$ cat config.mk
export PLATFORM = sky130hd
export DESIGN_NAME = uart_recv_bytes
export DESIGN_NICKNAME = d
export VERILOG_FILES = /design/src/rtl/uart_pkg.sv /design/src/rtl/uart_recv_bytes.sv
export SDC_FILE = /design/constraint.sdc
export NUM_CORES = 1
export LEC_CHECK = 0
export CORE_MARGIN = 2
export CORE_UTILIZATION = 55
export DETAILED_ROUTE_END_ITERATION = 12
export GPL_TIMING_DRIVEN = 0
export PLACE_DENSITY = 0.86
export SLEW_MARGIN = 20
export SYNTH_ARGS = -nofsm -noshare
export SYNTH_HDL_FRONTEND = slang
export SYNTH_SLANG_ARGS = --single-unit
$ cat constraint.sdc
create_clock -name sys_clk -period 2.2 [get_ports sys_clk]
set_input_delay 0.44 -clock sys_clk [delete_from_list [all_inputs] [get_ports sys_clk]]
set_output_delay 0.44 -clock sys_clk [all_outputs]
set_load 0.05 [all_outputs]
$ cat src/rtl/uart_pkg.sv
// Shared UART definitions: FSM state encodings and default framing parameters
// used by both the byte-assembling receiver and the sender.
package uart_pkg;

    typedef enum logic {
        ST_IDLE = 1'b0,
        ST_RECV = 1'b1
    } uart_state_e;

    localparam int DEF_BYTES_NUM   = 4;
    localparam int DEF_TIMEOUT_CYC = 50000;

    // Keeps only the low 'bytes' bytes of a 32-bit word.
    function automatic logic [31:0] word_mask(input int bytes);
        logic [31:0] m;
        if (bytes >= 4)
            m = 32'hFFFF_FFFF;
        else
            m = (32'd1 << (8 * bytes)) - 32'd1;
        return m;
    endfunction

endpackage

$ cat src/rtl/uart_recv_bytes.sv
// Assembles BYTES_NUM consecutive UART bytes into one word, first byte most
// significant; a stalled partial word is dropped after TIMEOUT_CYC idle cycles.
module uart_recv_bytes
    import uart_pkg::*;
#(
    parameter int BYTES_NUM   = DEF_BYTES_NUM,
    parameter int TIMEOUT_CYC = DEF_TIMEOUT_CYC
) (
    input  logic        sys_clk,
    input  logic        sys_rst_n,
    input  logic        uart_done,
    input  logic [7:0]  uart_data,
    output logic        word_valid,
    output logic [31:0] word_data,
    output logic        bytes_busy,
    output logic        timeout_err
);

    localparam int               TMO_W    = $clog2(TIMEOUT_CYC + 1);
    localparam logic [2:0]       LAST_IDX = 3'(BYTES_NUM - 1);
    localparam logic [TMO_W-1:0] TMO_LAST = TMO_W'(TIMEOUT_CYC - 1);
    localparam logic [TMO_W-1:0] TMO_MAX  = TMO_W'(TIMEOUT_CYC);
    localparam logic [31:0]      USED_MSK = word_mask(BYTES_NUM);

    logic              done_d0;
    logic              done_d1;
    logic [7:0]        rx_byte;
    logic              byte_evt;
    uart_state_e       state;
    logic [31:0]       shift_reg;
    logic [31:0]       shift_next;
    logic [2:0]        byte_cnt;
    logic [TMO_W-1:0]  tmo_cnt;

    // uart_done may be held for several cycles; only its rising edge counts.
    always_ff @(posedge sys_clk or negedge sys_rst_n) begin
        if (!sys_rst_n) begin
            done_d0 <= 1'b0;
            done_d1 <= 1'b0;
            rx_byte <= 8'd0;
        end else begin
            done_d0 <= uart_done;
            done_d1 <= done_d0;
            if (uart_done && !done_d0)
                rx_byte <= uart_data;
        end
    end

    assign byte_evt   = done_d0 & ~done_d1;
    assign shift_next = {shift_reg[23:0], rx_byte};

    always_ff @(posedge sys_clk or negedge sys_rst_n) begin
        if (!sys_rst_n) begin
            state       <= ST_IDLE;
            shift_reg   <= 32'd0;
            byte_cnt    <= 3'd0;
            tmo_cnt     <= '0;
            word_valid  <= 1'b0;
            word_data   <= 32'd0;
            bytes_busy  <= 1'b0;
            timeout_err <= 1'b0;
        end else begin
            word_valid  <= 1'b0;
            timeout_err <= 1'b0;
            unique case (state)
                ST_IDLE: begin
                    tmo_cnt <= '0;
                    if (byte_evt) begin
                        shift_reg  <= shift_next;
                        byte_cnt   <= 3'd1;
                        state      <= ST_RECV;
                        bytes_busy <= 1'b1;
                    end
                end
                ST_RECV: begin
                    // A byte arriving on the terminal count beats the timeout.
                    if (byte_evt) begin
                        shift_reg <= shift_next;
                        tmo_cnt   <= '0;
                        if (byte_cnt == LAST_IDX) begin
                            word_data  <= shift_next & USED_MSK;
                            word_valid <= 1'b1;
                            byte_cnt   <= 3'd0;
                            state      <= ST_IDLE;
                            bytes_busy <= 1'b0;
                        end else begin
                            byte_cnt <= byte_cnt + 3'd1;
                        end
                    end else if (tmo_cnt == TMO_LAST) begin
                        timeout_err <= 1'b1;
                        shift_reg   <= 32'd0;
                        byte_cnt    <= 3'd0;
                        tmo_cnt     <= '0;
                        state       <= ST_IDLE;
                        bytes_busy  <= 1'b0;
                    end else if (tmo_cnt != TMO_MAX) begin
                        tmo_cnt <= tmo_cnt + TMO_W'(1);
                    end
                end
                default: begin
                    state      <= ST_IDLE;
                    bytes_busy <= 1'b0;
                end
            endcase
        end
    end

endmodule

==> results.json <==
{
  "dr_wl_met3_um": 363,
  "wl_per_cell_um": 14.67,
  "area_delta_synth_final_pct": 21.23,
  "pre_cts_ws_ns": 0.2052,
  "post_cts_buffers": 0,
  "reg2reg_slack_ns": 0.27,
  "drc": 4,
  "antenna_cells": 0,
  "required_ns": 1.76,
  "core_area_mm2": 0.006422,
  "start_util": 0.5726,
  "peakVddDrop_mv": 0.8812,
  "synth_seq_cells": 89,
  "grt_max_degree": 49,
  "seq_area_mm2": 0.002227,
  "rows": 29,
  "grt_overflow": 0,
  "yosysUniqueCellTypes": 34,
  "clkTransAtPathRegs_ns": 0.09,
  "syn-cell-area_mm2": 0.003677,
  "dpl.hpwl_mm": 5.269,
  "period_share": 0.9230,
  "r2r-start": "tmo_cnt[1]",
  "cp_top_family": "buffers and inverters",
  "cts_tree": "built",
  "final-max-slew-violation-count": 0,
  "grt_usage": 0.2272,
  "htree_levels": 3,
  "startpoint_type": "flip-flop",
  "path_class": "flip-flop to output pin",
  "max_freq_ghz": 0.4925,
  "hold_buffers": 0,
  "wl_mm": 7.582,
  "setup_tns_ns": 0,
  "arrival_ns": 1.59,
  "status": "finished with violations",
  "numCtsBuffers": 9,
  "setup_ws_ns": 0.1694,
  "largest_reg_flops": 32,
  "drtIter0Drc": 305,
  "power_density_mw_per_mm2": 1368,
  "critPathSlowestCell": "clkdlybuf4s50_1",
  "multiInputGateArea_mm2": 0.001339,
  "clockRootBuffer": "clkbuf_8",
  "dieArea_mm2": 0.007356,
  "hold_violations": 0,
  "portBuffers": 45,
  "layout.cells.non_filler": 517,
  "clk_latency_ns": 0.36,
  "dr.max_layer_used": "met4",
  "worst_slew_pin_slew_ns": 0.6062,
  "nets": 450,
  "syn-num-nets": 393,
  "avgSynthCellArea_um2": 9.703,
  "rsz0062_at_grt": "false",
  "skew_ns": 0.01229,
  "syn-instance-count": 379,
  "min_period_ns": 2.031,
  "dp_cells": 502,
  "io_pins": 46,
  "synth-edff-count": 0,
  "hold_path.class": "input port to asynchronous set/reset pin",
  "vias_per_cell": 5.429,
  "die_y_um": 85.77,
  "drive_gt1_frac": 0.08864,
  "grt_pass1_wl_mm": 13.08,
  "fp.dieW_um": 85.77,
  "path_buf_inv": 1,
  "most-common-layout-cells": "nand2_1 (148), dfrtp_1 (89), clkdlybuf4s50_1 (44)",
  "r2r-end": "shift_reg[20]",
  "setup_viol": 0,
  "drt_pass1_iterations": 11,
  "met1_length_mm": 3.394,
  "max_stage_delay_ns": 0.82,
  "yosysSeqAreaShare": 0.6056,
  "antenna_found_initial": 0,
  "cts_resized": 0,
  "max-cap-violations": 0,
  "ys.warnings.count": 0,
  "ys_async_sr_fraction": 1.000,
  "r2r_cells": 6,
  "fin_hold_ws_ns": 0.09009,
  "synth_ff_type": "dfrtp_1",
  "drtAntennaViolNets": 0,
  "violations": "DRC",
  "clock_sinks": 89,
  "place.gp.congestion": 0.8645,
  "vias": 2807,
  "relSlewSlack": 0.5959,
  "dr_wl_met2_mm": 3.665,
  "worst_setup_path_end_kind": "output pin",
  "path_max_fanout": 4,
  "cp_cell_sequence": "clkdlybuf4s50_1",
  "leakage_nw": 2.093,
  "grt_pass1_vias": 2846,
  "nFillCells": 488,
  "final_common_cell": "nand2_1",
  "cts_buffer_depth": 2
}
per-layer routing:
layer,GRT usage,vias to the layer above
li1,-,1339
met1,0.3150,1349
met2,0.3608,103
met3,0.03657,16
met4,0.09524,0
met5,0,-
report_power, final:
| part | internal [mW] | switching (mW) |
|---|---|---|
| registers | 2.10 | 0.330 |
| clock network | 0.641 | 0.587 |
| logic | 0.798 | 1.65 |
Yosys cell counts, types with 5 or more instances:
cell type	instances	area, um^2
a21oi_1	26	130.1
nor3_1	7	35.03
clkbuf_1	10	37.54
nand4_1	5	31.28
nand3_1	11	55.05
mux2_2	8	90.09
xnor2_1	11	96.34
nor2_1	20	75.07
inv_1	6	22.52
buf_2	5	25.02
nand2_1	148	555.5
dfrtp_1	89	2227
per-stage QoR:
stage / cell area, um^2 / power (mW) / util
after floorplan: 3677 / 4.018 / -
after global placement: 4224 / 4.815 / 0.6577
after detailed placement: 4242 / 4.909 / 0.6604
after CTS: 4458 / 6.128 / 0.6941
after global routing: 4458 / 6.425 / 0.6941
final: 4458 / 6.098 / 0.6941
cell families (layout without fill, tap and decap cells):
logic type,after synthesis,in the layout,share of synthesized area
buf+inv,24,85,0.03028
simple gates,207,207,0.2443
fa+ha+maj,3,3,0.01021
mux,9,9,0.02722
flops,89,89,0.6056
xor+xnor,13,13,0.03096
compound gates,34,34,0.05138
layout make-up:
| cell class | count | area share |
|---|---|---|
| flip-flops and latches | 89 | 0.4996 |
| multi-input cells | 266 | 0.3003 |
| repair buffers | 46 | 0.1050 |
| clock buffers | 9 | 0.02779 |
| well taps | 77 | 0.02161 |
| clock inverters | 6 | 0.02077 |
| plain buffers | 17 | 0.01909 |
| inverters | 7 | 0.005894 |
how the worst max path moves through the flow:
stage | endpoint | slack [ns] | from | cells past startpoint
finish | bytes_busy | 0.17 | bytes_busy | 1
global route | shift_reg[18] | 0.07 | tmo_cnt[1] | 6
CTS | bytes_busy | 0.16 | bytes_busy | 1
detailed placement | shift_reg[2] | 0.21 | tmo_cnt[1] | 6
global placement | word_data[3] | -2.39 | sys_rst_n | 1
floorplan | shift_reg[18] | 0.49 | tmo_cnt[1] | 6
No activity file was read; power rests on OpenSTA's default activity.
